==> config.mk <==
export PLATFORM = sky130hd
export DESIGN_NAME = pc_gen_unit_flat
export DESIGN_NICKNAME = d
export VERILOG_FILES = /design/src/rtl/pc_gen_pkg.sv /design/src/rtl/pc_gen_unit_if.sv /design/src/rtl/pc_redirect_arb.sv /design/src/rtl/pc_gen_unit.sv /design/src/flat_wrapper.sv
export SDC_FILE = /design/constraint.sdc
export NUM_CORES = 1
export LEC_CHECK = 0
export BUFFER_PORTS_ARGS = -buffer_cell sky130_fd_sc_hd__buf_2
export CORE_UTILIZATION = 40
export DETAILED_ROUTE_END_ITERATION = 8
export SYNTH_ARGS = -nofsm -noshare
export SYNTH_HDL_FRONTEND = slang
export SYNTH_SLANG_ARGS = --single-unit
==> constraint.sdc <==
create_clock -name clk -period 3.2 [get_ports clk]
set_input_delay 0 -clock clk [delete_from_list [all_inputs] [get_ports clk]]
set_output_delay 0 -clock clk [all_outputs]
set_load 0.03 [all_outputs]
==> src/rtl/pc_gen_pkg.sv <==
// Shared types and constants for the fetch-stage PC generator.
// PC_COMPRESSED_EN selects 2-byte alignment and +2 sequential steps.
package pc_gen_pkg;

  typedef enum logic [1:0] {
    BOOT = 2'd0,
    RUN  = 2'd1,
    PEND = 2'd2
  } pc_state_e;

  typedef enum logic {
    CTRL    = 1'b0,
    TRAPCLS = 1'b1
  } redir_cls_e;

  localparam int unsigned PC_INC4 = 4;
  localparam int unsigned PC_INC2 = 2;

  // Low target bits that make a ctrl redirect illegal for the fetch granule.
  function automatic logic target_misaligned(input logic [1:0] lsb);
`ifdef PC_COMPRESSED_EN
    return lsb[0];
`else
    return |lsb;
`endif
  endfunction

endpackage

==> src/rtl/pc_gen_unit_if.sv <==
// Fetch/execute-side bundle of the PC generator; the unit attaches as slave.
// PC_COMPRESSED_EN adds is_compressed_i.
interface pc_gen_unit_if #(
  parameter int unsigned XLEN = 32
);

  logic            stall_i;
  logic            br_taken_i;
  logic            is_jal_i;
  logic            is_jalr_i;
  logic [XLEN-1:0] target_i;
  logic            trap_taken_i;
  logic [XLEN-1:0] trap_vec_i;
  logic            epc_taken_i;
  logic [XLEN-1:0] epc_i;
`ifdef PC_COMPRESSED_EN
  logic            is_compressed_i;
`endif
  logic [XLEN-1:0] pc_o;
  logic            pc_valid_o;
  logic            redirect_o;
  logic            misalign_o;
  logic [XLEN-1:0] misalign_addr_o;

  modport master (
    output stall_i, br_taken_i, is_jal_i, is_jalr_i, target_i,
           trap_taken_i, trap_vec_i, epc_taken_i, epc_i,
`ifdef PC_COMPRESSED_EN
    output is_compressed_i,
`endif
    input  pc_o, pc_valid_o, redirect_o, misalign_o, misalign_addr_o
  );

  modport slave (
    input  stall_i, br_taken_i, is_jal_i, is_jalr_i, target_i,
           trap_taken_i, trap_vec_i, epc_taken_i, epc_i,
`ifdef PC_COMPRESSED_EN
    input  is_compressed_i,
`endif
    output pc_o, pc_valid_o, redirect_o, misalign_o, misalign_addr_o
  );

endinterface

==> src/rtl/pc_redirect_arb.sv <==
// Combinational priority select among trap, epc, jalr and branch/jal redirects.
// A misaligned ctrl target is flagged and not presented as a valid request.
module pc_redirect_arb
  import pc_gen_pkg::*;
#(
  parameter int unsigned XLEN = 32
) (
  input  logic            trap_taken_i,
  input  logic [XLEN-1:0] trap_vec_i,
  input  logic            epc_taken_i,
  input  logic [XLEN-1:0] epc_i,
  input  logic            is_jalr_i,
  input  logic            br_taken_i,
  input  logic            is_jal_i,
  input  logic [XLEN-1:0] target_i,
  output logic            req_c,
  output logic [XLEN-1:0] eff_c,
  output redir_cls_e      cls_c,
  output logic            misalign_c
);

  always_comb begin
    req_c      = 1'b0;
    eff_c      = target_i;
    cls_c      = CTRL;
    misalign_c = 1'b0;
    if (trap_taken_i) begin
      req_c = 1'b1;
      eff_c = trap_vec_i;
      cls_c = TRAPCLS;
    end else if (epc_taken_i) begin
      req_c = 1'b1;
      eff_c = epc_i;
      cls_c = TRAPCLS;
    end else if (is_jalr_i) begin
      eff_c      = {target_i[XLEN-1:1], 1'b0};
      misalign_c = target_misaligned(eff_c[1:0]);
      req_c      = ~misalign_c;
    end else if (br_taken_i || is_jal_i) begin
      misalign_c = target_misaligned(eff_c[1:0]);
      req_c      = ~misalign_c;
    end
  end

endmodule

==> src/rtl/pc_gen_unit.sv <==
// Fetch PC register with redirect arbitration, stall-time redirect latching and
// flush/misalign pulses. PC_COMPRESSED_EN enables +2 steps and 2-byte alignment.
module pc_gen_unit
  import pc_gen_pkg::*;
#(
  parameter int unsigned     XLEN         = 32,
  parameter logic [XLEN-1:0] RESET_VECTOR = XLEN'(32'h0000_0000)
) (
  input logic          clk,
  input logic          rst,
  pc_gen_unit_if.slave bus
);

  pc_state_e       state_q, state_d;
  logic [XLEN-1:0] pc_q, pc_d;
  logic            pc_valid_q, pc_valid_d;
  logic            redirect_q, redirect_d;
  logic            misalign_q, misalign_d;
  logic [XLEN-1:0] misalign_addr_q, misalign_addr_d;
  logic [XLEN-1:0] pend_tgt_q, pend_tgt_d;
  redir_cls_e      pend_cls_q, pend_cls_d;

  logic            req_c;
  logic [XLEN-1:0] eff_c;
  redir_cls_e      cls_c;
  logic            misalign_c;
  logic [XLEN-1:0] inc_c;

  pc_redirect_arb #(.XLEN(XLEN)) u_arb (
    .trap_taken_i (bus.trap_taken_i),
    .trap_vec_i   (bus.trap_vec_i),
    .epc_taken_i  (bus.epc_taken_i),
    .epc_i        (bus.epc_i),
    .is_jalr_i    (bus.is_jalr_i),
    .br_taken_i   (bus.br_taken_i),
    .is_jal_i     (bus.is_jal_i),
    .target_i     (bus.target_i),
    .req_c        (req_c),
    .eff_c        (eff_c),
    .cls_c        (cls_c),
    .misalign_c   (misalign_c)
  );

`ifdef PC_COMPRESSED_EN
  assign inc_c = bus.is_compressed_i ? XLEN'(PC_INC2) : XLEN'(PC_INC4);
`else
  assign inc_c = XLEN'(PC_INC4);
`endif

  always_ff @(posedge clk or posedge rst) begin
    if (rst) begin
      state_q         <= BOOT;
      pc_q            <= RESET_VECTOR;
      pc_valid_q      <= 1'b0;
      redirect_q      <= 1'b0;
      misalign_q      <= 1'b0;
      misalign_addr_q <= '0;
      pend_tgt_q      <= '0;
      pend_cls_q      <= CTRL;
    end else begin
      state_q         <= state_d;
      pc_q            <= pc_d;
      pc_valid_q      <= pc_valid_d;
      redirect_q      <= redirect_d;
      misalign_q      <= misalign_d;
      misalign_addr_q <= misalign_addr_d;
      pend_tgt_q      <= pend_tgt_d;
      pend_cls_q      <= pend_cls_d;
    end
  end

  always_comb begin
    state_d         = state_q;
    pc_d            = pc_q;
    pc_valid_d      = pc_valid_q;
    redirect_d      = 1'b0;
    misalign_d      = 1'b0;
    misalign_addr_d = misalign_addr_q;
    pend_tgt_d      = pend_tgt_q;
    pend_cls_d      = pend_cls_q;

    // Redirect inputs are meaningless until the first real fetch.
    if ((state_q != BOOT) && misalign_c) begin
      misalign_d      = 1'b1;
      misalign_addr_d = eff_c;
    end

    case (state_q)
      BOOT: begin
        state_d    = RUN;
        pc_valid_d = 1'b1;
      end
      RUN: begin
        if (!bus.stall_i) begin
          if (req_c) begin
            pc_d       = eff_c;
            redirect_d = 1'b1;
          end else begin
            pc_d = pc_q + inc_c;
          end
        end else if (req_c) begin
          pend_tgt_d = eff_c;
          pend_cls_d = cls_c;
          state_d    = PEND;
        end
      end
      PEND: begin
        if (bus.stall_i) begin
          // A latched trap/epc is never displaced by a younger ctrl redirect.
          if (req_c && ((cls_c == TRAPCLS) || (pend_cls_q == CTRL))) begin
            pend_tgt_d = eff_c;
            pend_cls_d = cls_c;
          end
        end else begin
          pc_d       = (req_c && (cls_c == TRAPCLS)) ? eff_c : pend_tgt_q;
          redirect_d = 1'b1;
          state_d    = RUN;
        end
      end
      default: state_d = BOOT;
    endcase
  end

  assign bus.pc_o            = pc_q;
  assign bus.pc_valid_o      = pc_valid_q;
  assign bus.redirect_o      = redirect_q;
  assign bus.misalign_o      = misalign_q;
  assign bus.misalign_addr_o = misalign_addr_q;

endmodule

==> src/flat_wrapper.sv <==
// flat-port wrapper written by rule: the top's interface ports become plain ports
module pc_gen_unit_flat import pc_gen_pkg::*;
#(
  parameter int unsigned     XLEN         = 32,
  parameter logic [XLEN-1:0] RESET_VECTOR = XLEN'(32'h0000_0000)
)
  (clk, rst, bus_stall_i, bus_br_taken_i, bus_is_jal_i, bus_is_jalr_i, bus_target_i, bus_trap_taken_i, bus_trap_vec_i, bus_epc_taken_i, bus_epc_i, bus_pc_o, bus_pc_valid_o, bus_redirect_o, bus_misalign_o, bus_misalign_addr_o);
  pc_gen_unit_if #(.XLEN(XLEN)) bus_i ();
  input logic clk;
  input logic rst;
  input wire logic [$bits(bus_i.stall_i)-1:0] bus_stall_i;
  input wire logic [$bits(bus_i.br_taken_i)-1:0] bus_br_taken_i;
  input wire logic [$bits(bus_i.is_jal_i)-1:0] bus_is_jal_i;
  input wire logic [$bits(bus_i.is_jalr_i)-1:0] bus_is_jalr_i;
  input wire logic [$bits(bus_i.target_i)-1:0] bus_target_i;
  input wire logic [$bits(bus_i.trap_taken_i)-1:0] bus_trap_taken_i;
  input wire logic [$bits(bus_i.trap_vec_i)-1:0] bus_trap_vec_i;
  input wire logic [$bits(bus_i.epc_taken_i)-1:0] bus_epc_taken_i;
  input wire logic [$bits(bus_i.epc_i)-1:0] bus_epc_i;
  output wire logic [$bits(bus_i.pc_o)-1:0] bus_pc_o;
  output wire logic [$bits(bus_i.pc_valid_o)-1:0] bus_pc_valid_o;
  output wire logic [$bits(bus_i.redirect_o)-1:0] bus_redirect_o;
  output wire logic [$bits(bus_i.misalign_o)-1:0] bus_misalign_o;
  output wire logic [$bits(bus_i.misalign_addr_o)-1:0] bus_misalign_addr_o;
  assign bus_i.stall_i = bus_stall_i;
  assign bus_i.br_taken_i = bus_br_taken_i;
  assign bus_i.is_jal_i = bus_is_jal_i;
  assign bus_i.is_jalr_i = bus_is_jalr_i;
  assign bus_i.target_i = bus_target_i;
  assign bus_i.trap_taken_i = bus_trap_taken_i;
  assign bus_i.trap_vec_i = bus_trap_vec_i;
  assign bus_i.epc_taken_i = bus_epc_taken_i;
  assign bus_i.epc_i = bus_epc_i;
  assign bus_pc_o = bus_i.pc_o;
  assign bus_pc_valid_o = bus_i.pc_valid_o;
  assign bus_redirect_o = bus_i.redirect_o;
  assign bus_misalign_o = bus_i.misalign_o;
  assign bus_misalign_addr_o = bus_i.misalign_addr_o;
  pc_gen_unit #(.XLEN(XLEN), .RESET_VECTOR(RESET_VECTOR)) u_core (.clk(clk), .rst(rst), .bus(bus_i));
endmodule
==> results of run 1 <==
## flip-flops by register name, indices dropped and copies added, names as in the netlist
| name | flops |
|---|---|
| u_core.bus.misalign_addr_o | 32 |
| u_core.bus.pc_o | 32 |
| u_core.pend_tgt_q | 32 |
| u_core.state_q | 2 |
| u_core.bus.misalign_o | 1 |
| u_core.bus.pc_valid_o | 1 |
| u_core.bus.redirect_o | 1 |
| u_core.pend_cls_q | 1 |
## metal layers
metal / share of wire / routed length [µm] / vias to the layer above / global-route usage
li1: - / - / 2755 / -
met1: 0.47 / 9070 / 2822 / 0.353
met2: 0.46 / 8830 / 202 / 0.378
met3: 0.051 / 984 / 27 / 0.0316
met4: 0.020 / 379 / 0 / 0.0893
met5: 0 / 0 / - / 0
## worst max-delay path: cells and delay by family, from the launching register on
family	cells	cell delay (ns)
adders and majority gates	1	0.35
muxes	1	0.42
and+or+nand+nor	1	0.30
DFF	1	0.39
AOI/OAI and AO/OA	1	0.94
buffers and inverters	1	0.08
## through the flow
stage / setup slack (ns) / utilization / instances
floorplan: 0.525 / - / 670
global placement: 0.708 / 0.474 / 995
detailed placement: 0.591 / 0.474 / 995
CTS: 0.612 / 0.494 / 1014
global route: 0.415 / 0.494 / 1014
finish: 0.581 / 0.494 / 1014
## synthesized netlist by cell type, drive strengths merged, types with 5 or more instances
master,n,area [µm²]
o221ai,6,52.6
mux2,48,619
o21ai,74,382
clkbuf,26,100
a21boi,5,37.5
a31oi,17,106
a21oi,45,225
dfrtp,102,2550
nor2b,15,93.8
o22ai,5,31.3
a21o,7,52.6
a211oi,11,82.6
nand2b,28,175
mux2i,23,230
nand2,60,225
and4,5,43.8
nand3,23,115
nor4,7,65.1
nor2,27,101
inv,28,105
buf,21,125
a221oi,6,52.6
nand4,10,68.8
nor3,8,45.0
## layout make-up
class,count,share of cell area
Sequential cell,102,0.340
Multi-Input combinational cell,492,0.445
Clock buffer,13,0.0333
Inverter,29,0.0148
Tap cell,188,0.0313
Timing Repair Buffer,187,0.133
Clock inverter,3,0.00267
## power breakdown
part	internal [mW]	switching, mW
clock	0.550	0.500
combinational	1.49	2.33
sequential	1.94	0.567
## kinds of logic (layout without fill, tap and decap cells)
| family | Yosys count | after routing | synth area share |
|---|---|---|---|
| flip-flops | 102 | 102 | 0.411 |
| adder cells (fa/ha/maj) | 4 | 4 | 0.00805 |
| AO/OA/AOI/OAI | 216 | 216 | 0.221 |
| multiplexers | 71 | 71 | 0.137 |
| AND/OR/NAND/NOR | 201 | 201 | 0.170 |
| buffers and inverters | 76 | 232 | 0.0538 |
## how the worst max path moves through the flow
stage	from	end	depth (start not counted)
finish	u_core.state_q[0]$_DFFE_PP0P_	u_core.pend_tgt_q[3]$_DFFE_PP0P_	5
CTS	u_core.state_q[0]$_DFFE_PP0P_	u_core.pend_tgt_q[3]$_DFFE_PP0P_	5
floorplan	rst	u_core.bus.misalign_addr_o[0]$_DFFE_PP0P_	1
detailed placement	u_core.state_q[0]$_DFFE_PP0P_	u_core.pend_tgt_q[3]$_DFFE_PP0P_	5
global placement	u_core.state_q[0]$_DFFE_PP0P_	u_core.pend_tgt_q[5]$_DFFE_PP0P_	5
global route	u_core.state_q[0]$_DFFE_PP0P_	u_core.bus.pc_o[25]$_DFFE_PP0P_	9
==> flow_summary_export.csv, run 1 <==
group,metric,value,unit
critical_path,worstReg2RegStart,"u_core.state_q[0]$_DFFE_PP0P_",
sta,slew_violations,0,
detailed_routing,vias,5806,
cts,clk_pin_slew,0.07,ns
yosys,synth.distinct_cells,69,
floorplanning,fp.dieW,127,µm
floorplanning,ios,171,
floorplanning,core,15200,µm²
power_and_ir_drop,ir_drop,0.556,mV
yosys,synth-edff-count,0,
sta,worstMarginPinSlew,1.15,ns
cts,cts.repair.resized,0,
detailed_routing,drt_iter0_markers,496,
global_route,grt_pass1_wl,30400,µm
critical_path,path_class,"register to register",
power_and_ir_drop,p_total,7.37,mW
sta,period_minus_slack,2.62,ns
critical_path,path_cells,"inv_1 -> ha_1 -> nor4bb_1 -> a311o_2 -> mux2_2",
critical_path,worstPathMaxFanout,33,
sta,max_freq,382,MHz
critical_path,end_kind,"register",
detailed_routing,wl,19300,µm
sta,worst_hold_slack,0.0746,ns
final_layout,stdcell_area,7510,µm²
detailed_routing,drc,0,
min_path,hold_path.startpoint,"bus_trap_vec_i[3]",
min_path,hp-class,"input port to register",
final_layout,area_delta_synth_final,20.9,%
sta,tns,0,ns
sta,skew,0.00910,ns
placed_design,placed_cell_area,7210,µm²
final_layout,nFillCells,1464,
final_layout,diodes,0,
yosys,ys_ff_latch,102,
sta,hold_violations,0,
detailed_routing,drt-vias-per-instance,5.73,
cts,clock_latency,0.36,ns
flow_run,max-cap-violations,0,
global_route,grt_usage,0.245,
placed_design,numPortBuffers,170,
final_layout,drive_above_1_share,0.312,
yosys,synth_flop_cell,"dfrtp_1",
detailed_routing,dr.pass1.iters,5,
sta,relSlewSlack,0.232,
yosys,async_reset_ff_frac,1.00,
yosys,synth_area_per_cell,9.28,µm²
critical_path,worstReg2RegEnd,"u_core.pend_tgt_q[3]$_DFFE_PP0P_",
sta,period_share,0.818,
critical_path,slowest_delay,0.94,ns
cts,cts_sinks,102,
power_and_ir_drop,p_leak,3.47,nW
critical_path,crit_slowest_cell,"a311o_2",
final_layout,multi_input_area,3340,µm²
floorplanning,start_util,0.409,
critical_path,reg2reg_slack,0.58,ns
yosys,ys_seq_area_frac,0.411,
min_path,hold_path_end,"u_core.pend_tgt_q[3]$_DFFE_PP0P_",
cts,cts_hold_buf,3,
yosys,syn-num-nets,778,
final_layout,final_cell_mix,"170 x buf_2, 102 x dfrtp_1, 71 x o21ai_0, 60 x nand2_1, 45 x a21oi_1",
detailed_routing,wl_per_cell,19.0,µm
cts,cts_tree,"built",
critical_path,critPathArrivalTime,2.86,ns
global_route,grt_pass1_vias,5623,
critical_path,reg2reg_depth,5,
yosys,synth_cells,670,
outcome,status,"complete, no violations",
yosys,syn_area,6210,µm²
cts,cts-root-buf,"clkbuf_16",
sta,finalSetupViolations,0,
final_layout,mostFrequentLayoutCell,"buf_2",
cts,cts_post_setup_buffers_inserted,0,
placed_design,gp_congestion,0.889,
yosys,ys_warn_count,0,
min_path,hold_depth,4,
floorplanning,dieArea,16000,µm²
critical_path,cp.required,3.44,ns
power_and_ir_drop,powerDensity,982,nW/µm²
global_route,grt_remaining_overflow,0,
final_layout,seq_area,2550,µm²
global_route,antenna_found_initial,0,
cts,clock_path_buffers,2,
sta,rsz0062_at_grt,"no",
detailed_routing,ant_nets,0,
final_layout,finalNetCount,929,
cts,cts_inserted_buffers,9,
global_route,grt_max_degree,60,
critical_path,startpoint_type,"register",
floorplanning,die_y,127,µm
floorplanning,fp-row-count,45,
cts,htreeDepth,3,
placed_design,hpwl,14000,µm
Note: power is estimated with default switching activity, not from simulation.
==> run 2, diff against run 1 <==
==> constraint.sdc (replaced) <==
create_clock -name clk -period 2.6 [get_ports clk]
set_input_delay 0 -clock clk [delete_from_list [all_inputs] [get_ports clk]]
set_output_delay 0 -clock clk [all_outputs]
set_load 0.03 [all_outputs]
==> run 2 against run 1 <==
Combinational power grew 27%. Hold slack lost 0.054 ns. Sequential power grew 23%. Sequential share of layout area shrank 0.75 points. Cell count grew 0.99%. Worst setup slack lost 0.24 ns. Flip-flop and latch count is the same. Die area is the same. Routed wire length grew 0.30%. Fmax grew 16%. Total power grew 27%. Global-route usage grew 0.11 points.
==> flow_summary_export.csv, run 2 (synthesized netlist as in run 1, its figures left out) <==
group,metric,value,unit
critical_path,startpoint_type,"register",
placed_design,placed_cell_area,7360,µm²
final_layout,stdcell_area,7680,µm²
outcome,status,"complete, no violations",
cts,cts_sinks,102,
sta,rsz0062_at_grt,"no",
critical_path,path_cells,"inv_1 -> ha_1 -> o21ai_0 -> and2_1 -> buf_4 -> nand2_1 -> a22o_1",
final_layout,utilization,0.505,
sta,skew,0.00804,ns
min_path,hold_path.startpoint,"bus_trap_vec_i[1]",
floorplanning,ios,171,
final_layout,nFillCells,1458,
detailed_routing,wl_per_cell,18.9,µm
critical_path,crit_slowest_cell,"and2_1",
power_and_ir_drop,ir_drop,0.563,mV
placed_design,numPortBuffers,170,
critical_path,reg2reg_slack,0.34,ns
cts,cts.repair.resized,0,
cts,clk_pin_slew,0.07,ns
final_layout,area_delta_synth_final,23.6,%
flow_run,max-cap-violations,0,
critical_path,worstReg2RegEnd,"u_core.bus.pc_o[1]$_DFFE_PP0P_",
sta,finalSetupViolations,0,
placed_design,hpwl,14500,µm
critical_path,path_class,"register to register",
global_route,grt_pass1_wl,30700,µm
detailed_routing,dr.pass1.iters,7,
detailed_routing,vias,5958,
final_layout,drive_above_1_share,0.325,
min_path,hold_depth,3,
cts,cts_inserted_buffers,9,
final_layout,finalNetCount,943,
sta,slew_violations,0,
detailed_routing,drt-vias-per-instance,5.82,
global_route,grt_remaining_overflow,0,
sta,setup_ws,0.343,ns
placed_design,place_ws,0.357,ns
critical_path,worstPathMaxFanout,17,
sta,hold_violations,0,
sta,tns,0,ns
floorplanning,fp-row-count,45,
cts,cts_tree,"built",
final_layout,mostFrequentLayoutCell,"buf_2",
floorplanning,fp.dieW,127,µm
critical_path,slowest_delay,0.59,ns
critical_path,critPathArrivalTime,2.49,ns
global_route,grt_max_degree,47,
min_path,hold_path_end,"u_core.bus.misalign_addr_o[1]$_DFFE_PP0P_",
floorplanning,dieArea,16000,µm²
detailed_routing,wl,19300,µm
critical_path,reg2reg_depth,7,
sta,period_share,0.868,
critical_path,crit_family,"simple AND/OR/NAND/NOR gates",
cts,htreeDepth,3,
detailed_routing,drc,0,
power_and_ir_drop,powerDensity,1220,nW/µm²
critical_path,worstReg2RegStart,"u_core.state_q[0]$_DFFE_PP0P_",
min_path,hp-class,"input port to register",
cts,clock_path_buffers,2,
global_route,antenna_found_initial,0,
final_layout,diodes,0,
sta,worstMarginPinSlew,1.02,ns
critical_path,cp_num_buf_inv,2,
sta,max_freq,443,MHz
placed_design,gp_congestion,0.896,
final_layout,final_cell_mix,"170 x buf_2, 102 x dfrtp_1, 71 x o21ai_0, 60 x nand2_1, 45 x a21oi_1",
detailed_routing,drt_iter0_markers,508,
power_and_ir_drop,p_leak,3.57,nW
floorplanning,die_y,127,µm
global_route,grt_pass1_vias,5774,
cts,clock_latency,0.35,ns
global_route,grt_usage,0.246,
critical_path,cp.required,2.84,ns
critical_path,end_kind,"register",
detailed_routing,ant_nets,0,
floorplanning,core,15200,µm²
floorplanning,start_util,0.409,
sta,relSlewSlack,0.315,
cts,cts-root-buf,"clkbuf_16",
sta,period_minus_slack,2.26,ns
run 2: worst max path at each step:
stage,from,endpoint,slack [ns],cells after the start
detailed placement,u_core.state_q[0]$_DFFE_PP0P_,u_core.bus.misalign_addr_o[4]$_DFFE_PP0P_,0.36,5
floorplan,u_core.state_q[0]$_DFFE_PP0P_,u_core.bus.pc_o[5]$_DFFE_PP0P_,0.61,9
finish,u_core.state_q[0]$_DFFE_PP0P_,u_core.bus.pc_o[1]$_DFFE_PP0P_,0.34,7
global placement,u_core.state_q[0]$_DFFE_PP0P_,u_core.bus.misalign_addr_o[4]$_DFFE_PP0P_,0.40,5
global route,u_core.state_q[0]$_DFFE_PP0P_,u_core.bus.pc_o[12]$_DFFE_PP0P_,0.21,7
CTS,u_core.state_q[0]$_DFFE_PP0P_,u_core.bus.misalign_addr_o[4]$_DFFE_PP0P_,0.34,5
run 2: through the flow:
step	hold WS, ns	total power [mW]	cells
floorplan	0.0703	6.47	670
global placement	0.214	7.84	1010
detailed placement	0.207	7.93	1010
CTS	0.00488	9.38	1024
global route	0.0500	9.92	1024
finish	0.0204	9.37	1024
run 2: cell type report:
type | count | area (µm²) | share of cell area
well taps | 188 | 235 | 0.0306
repair buffers | 201 | 1140 | 0.148
multi-input cells | 492 | 3340 | 0.435
inverters | 29 | 113 | 0.0147
flip-flops and latches | 102 | 2550 | 0.332
clock buffers | 10 | 239 | 0.0311
clock inverters | 2 | 60.1 | 0.00782
run 2: routing by layer:
metal / vias up / wire length [µm] / GRT usage
li1: 2784 / - / -
met1: 2900 / 8860 / 0.347
met2: 236 / 8790 / 0.379
met3: 38 / 1130 / 0.0367
met4: 0 / 536 / 0.102
met5: - / 0 / 0
run 2: worst min-delay path, stage by stage:
cell	delay, ns
buf_2	0.08
a21oi_1	0.11
o21ai_0	0.14
run 2: what timing repair did:
action / CTS / global route
buffers inserted: 0 / 0
hold buffers: 2 / 0
hold endpoints to repair: 34 / 0
run 2: power breakdown:
part	internal [mW]	switching, mW
clock	0.849	0.576
sequential	2.38	0.693
combinational	1.95	2.92
total	5.18	4.19
==> run 3, diff against run 2 <==
--- a/config.mk
+++ b/config.mk
@@ -8,6 +8,7 @@
 export BUFFER_PORTS_ARGS = -buffer_cell sky130_fd_sc_hd__buf_2
 export CORE_UTILIZATION = 40
 export DETAILED_ROUTE_END_ITERATION = 8
+export PLACE_DENSITY = 0.72
 export SYNTH_ARGS = -nofsm -noshare
 export SYNTH_HDL_FRONTEND = slang
 export SYNTH_SLANG_ARGS = --single-unit
==> run 3 against run 2 <==
Clock power down 9.8%. Global-route usage fell by 1.1 points. Sequential power is essentially flat. Non-clock buffer count shrank 1. Clock skew shrank 0.0013 ns. Cell count is 0.29% higher. Total power shrank 1.5%. Fmax fell by 9.1%. Largest power group unchanged.
==> flow_summary_export.csv, run 3 (synthesized netlist as in run 1, its figures left out) <==
group,metric,value,unit
outcome,status,"complete, no violations",
flow_run,max-cap-violations,0,
placed_design,gp_congestion,0.910,
final_layout,multi_input_area,3350,µm²
critical_path,critPathArrivalTime,2.71,ns
detailed_routing,drt-vias-per-instance,5.76,
min_path,hp-class,"input port to register",
final_layout,stdcell_area,7640,µm²
power_and_ir_drop,switching_share,0.459,
detailed_routing,dr.pass1.iters,5,
power_and_ir_drop,p_clk_frac,0.140,
final_layout,diodes,0,
sta,period_share,0.955,
sta,worstMarginPinSlew,1.02,ns
final_layout,drive_above_1_share,0.329,
final_layout,nFillCells,1495,
critical_path,worstPathMaxFanout,21,
final_layout,finalNetCount,942,
power_and_ir_drop,p_switching,4.24,mW
cts,cts_inserted_buffers,9,
sta,period_minus_slack,2.48,ns
detailed_routing,drc,0,
cts,cts_post_setup_buffers_inserted,0,
final_layout,final_cell_mix,"170 x buf_2, 102 x dfrtp_1, 71 x o21ai_0, 60 x nand2_1, 45 x a21oi_1",
cts,clock_path_buffers,2,
final_layout,mostFrequentLayoutCell,"buf_2",
floorplanning,fp-row-count,45,
critical_path,slowest_delay,0.68,ns
placed_design,placed_cell_area,7330,µm²
cts,clk_pin_slew,0.07,ns
global_route,grt_usage,0.235,
sta,hold_violations,0,
power_and_ir_drop,p_leak,3.54,nW
final_layout,area_delta_synth_final,22.9,%
sta,max_freq,403,MHz
detailed_routing,wl,18900,µm
sta,rsz0062_at_grt,"yes",
power_and_ir_drop,ir_drop,0.544,mV
floorplanning,fp.dieW,127,µm
sta,worst_hold_slack,0.0333,ns
sta,relSlewSlack,0.320,
critical_path,end_kind,"register",
sta,slew_violations,0,
floorplanning,ios,171,
detailed_routing,vias,5916,
global_route,grt_pass1_wl,29400,µm
critical_path,startpoint_type,"register",
power_and_ir_drop,p_comb_frac,0.526,
critical_path,path_class,"register to register",
detailed_routing,ant_nets,0,
cts,cts_tree,"built",
cts,cts-root-buf,"clkbuf_16",
global_route,grt_remaining_overflow,0,
floorplanning,start_util,0.409,
global_route,antenna_found_initial,0,
power_and_ir_drop,power_frac_seq,0.334,
cts,htreeDepth,3,
placed_design,numPortBuffers,170,
sta,finalSetupViolations,0,
placed_design,hpwl,13900,µm
cts,clock_latency,0.35,ns
global_route,grt_pass1_vias,5466,
final_layout,seq_area,2550,µm²
cts,cts_sinks,102,
critical_path,cp.required,2.83,ns
critical_path,path_cells,"inv_1 -> ha_1 -> buf_4 -> o21ai_0 -> and2_1 -> o221ai_1 -> o2bb2ai_1",
detailed_routing,drt_iter0_markers,428,
floorplanning,die_y,127,µm
detailed_routing,wl_per_cell,18.4,µm
power_and_ir_drop,p_int,5.00,mW
critical_path,crit_slowest_cell,"and2_1",
global_route,grt_max_degree,57,
floorplanning,core,15200,µm²
floorplanning,dieArea,16000,µm²
power_and_ir_drop,powerDensity,1210,nW/µm²
sta,skew,0.00670,ns
run 3: what timing repair did:
| item | in CTS | in global routing |
|---|---|---|
| endpoints found under the setup margin | 0 | 6 |
| hold endpoints to repair | 23 | 0 |
| hold buffers | 2 | 0 |
| resized for setup | 0 | 2 |
run 3: worst max-delay path: cells and delay by family (launching register included):
family / cells / cell delay [ns]
compound gates: 3 / 0.78
simple gates: 1 / 0.68
flops: 1 / 0.38
buf+inv: 2 / 0.29
fa+ha+maj: 1 / 0.25
run 3: metal layers:
layer | wire (µm) | GRT usage | vias to the layer above
met4 | 431 | 0.0801 | 0
li1 | - | - | 2787
met3 | 1510 | 0.0489 | 34
met2 | 8470 | 0.357 | 263
met1 | 8510 | 0.333 | 2832
met5 | 0 | 0 | -
run 3: worst paths after layout:
path	from	slack (ns)	cells after the start	to
max	u_core.state_q[0]$_DFFE_PP0P_	0.12	7	u_core.bus.pc_o[29]$_DFFE_PP0P_
max reg2reg	u_core.state_q[0]$_DFFE_PP0P_	0.12	7	u_core.bus.pc_o[29]$_DFFE_PP0P_
min in group asynchronous	rst	0.25	3	u_core.bus.misalign_o$_DFF_PP0_
min	bus_trap_vec_i[1]	0.03	3	u_core.pend_tgt_q[1]$_DFFE_PP0P_
max in group asynchronous	rst	1.65	4	u_core.bus.misalign_addr_o[19]$_DFFE_PP0P_
min reg2reg	u_core.bus.pc_valid_o$_DFFE_PP0P_	0.48	1	u_core.bus.pc_valid_o$_DFFE_PP0P_
run 3: layout make-up:
cell class / instances / share of cell area
clock buffer: 10 / 0.0313
clock inverter: 6 / 0.00492
inverter: 29 / 0.0147
multi-input combinational: 492 / 0.439
sequential: 102 / 0.334
tap: 188 / 0.0308
timing repair buffer: 200 / 0.145
run 3: through the flow:
stage | instances | power [mW] | utilization | setup slack, ns | TNS (ns)
6_report | 1027 | 9.23 | 0.502 | 0.117 | 0
2_1_floorplan | 670 | 6.47 | - | 0.609 | 0
3_5_place_dp | 1009 | 7.89 | 0.482 | 0.0827 | 0
4_1_cts | 1027 | 9.20 | 0.502 | 0.0742 | 0
5_1_grt | 1027 | 9.70 | 0.502 | -0.0152 | -0.0250
3_3_place_gp | 1009 | 7.77 | 0.482 | 0.204 | 0
run 3: power groups by stage:
stage          registers [mW]  logic [mW]  clock network (mW)
2_1_floorplan            3.86        2.61                   0
5_1_grt                  3.18        5.16                1.36
4_1_cts                  3.07        4.83                1.30
3_3_place_gp             3.06        4.71                   0
3_5_place_dp             3.07        4.81                   0
6_report                 3.08        4.86                1.29
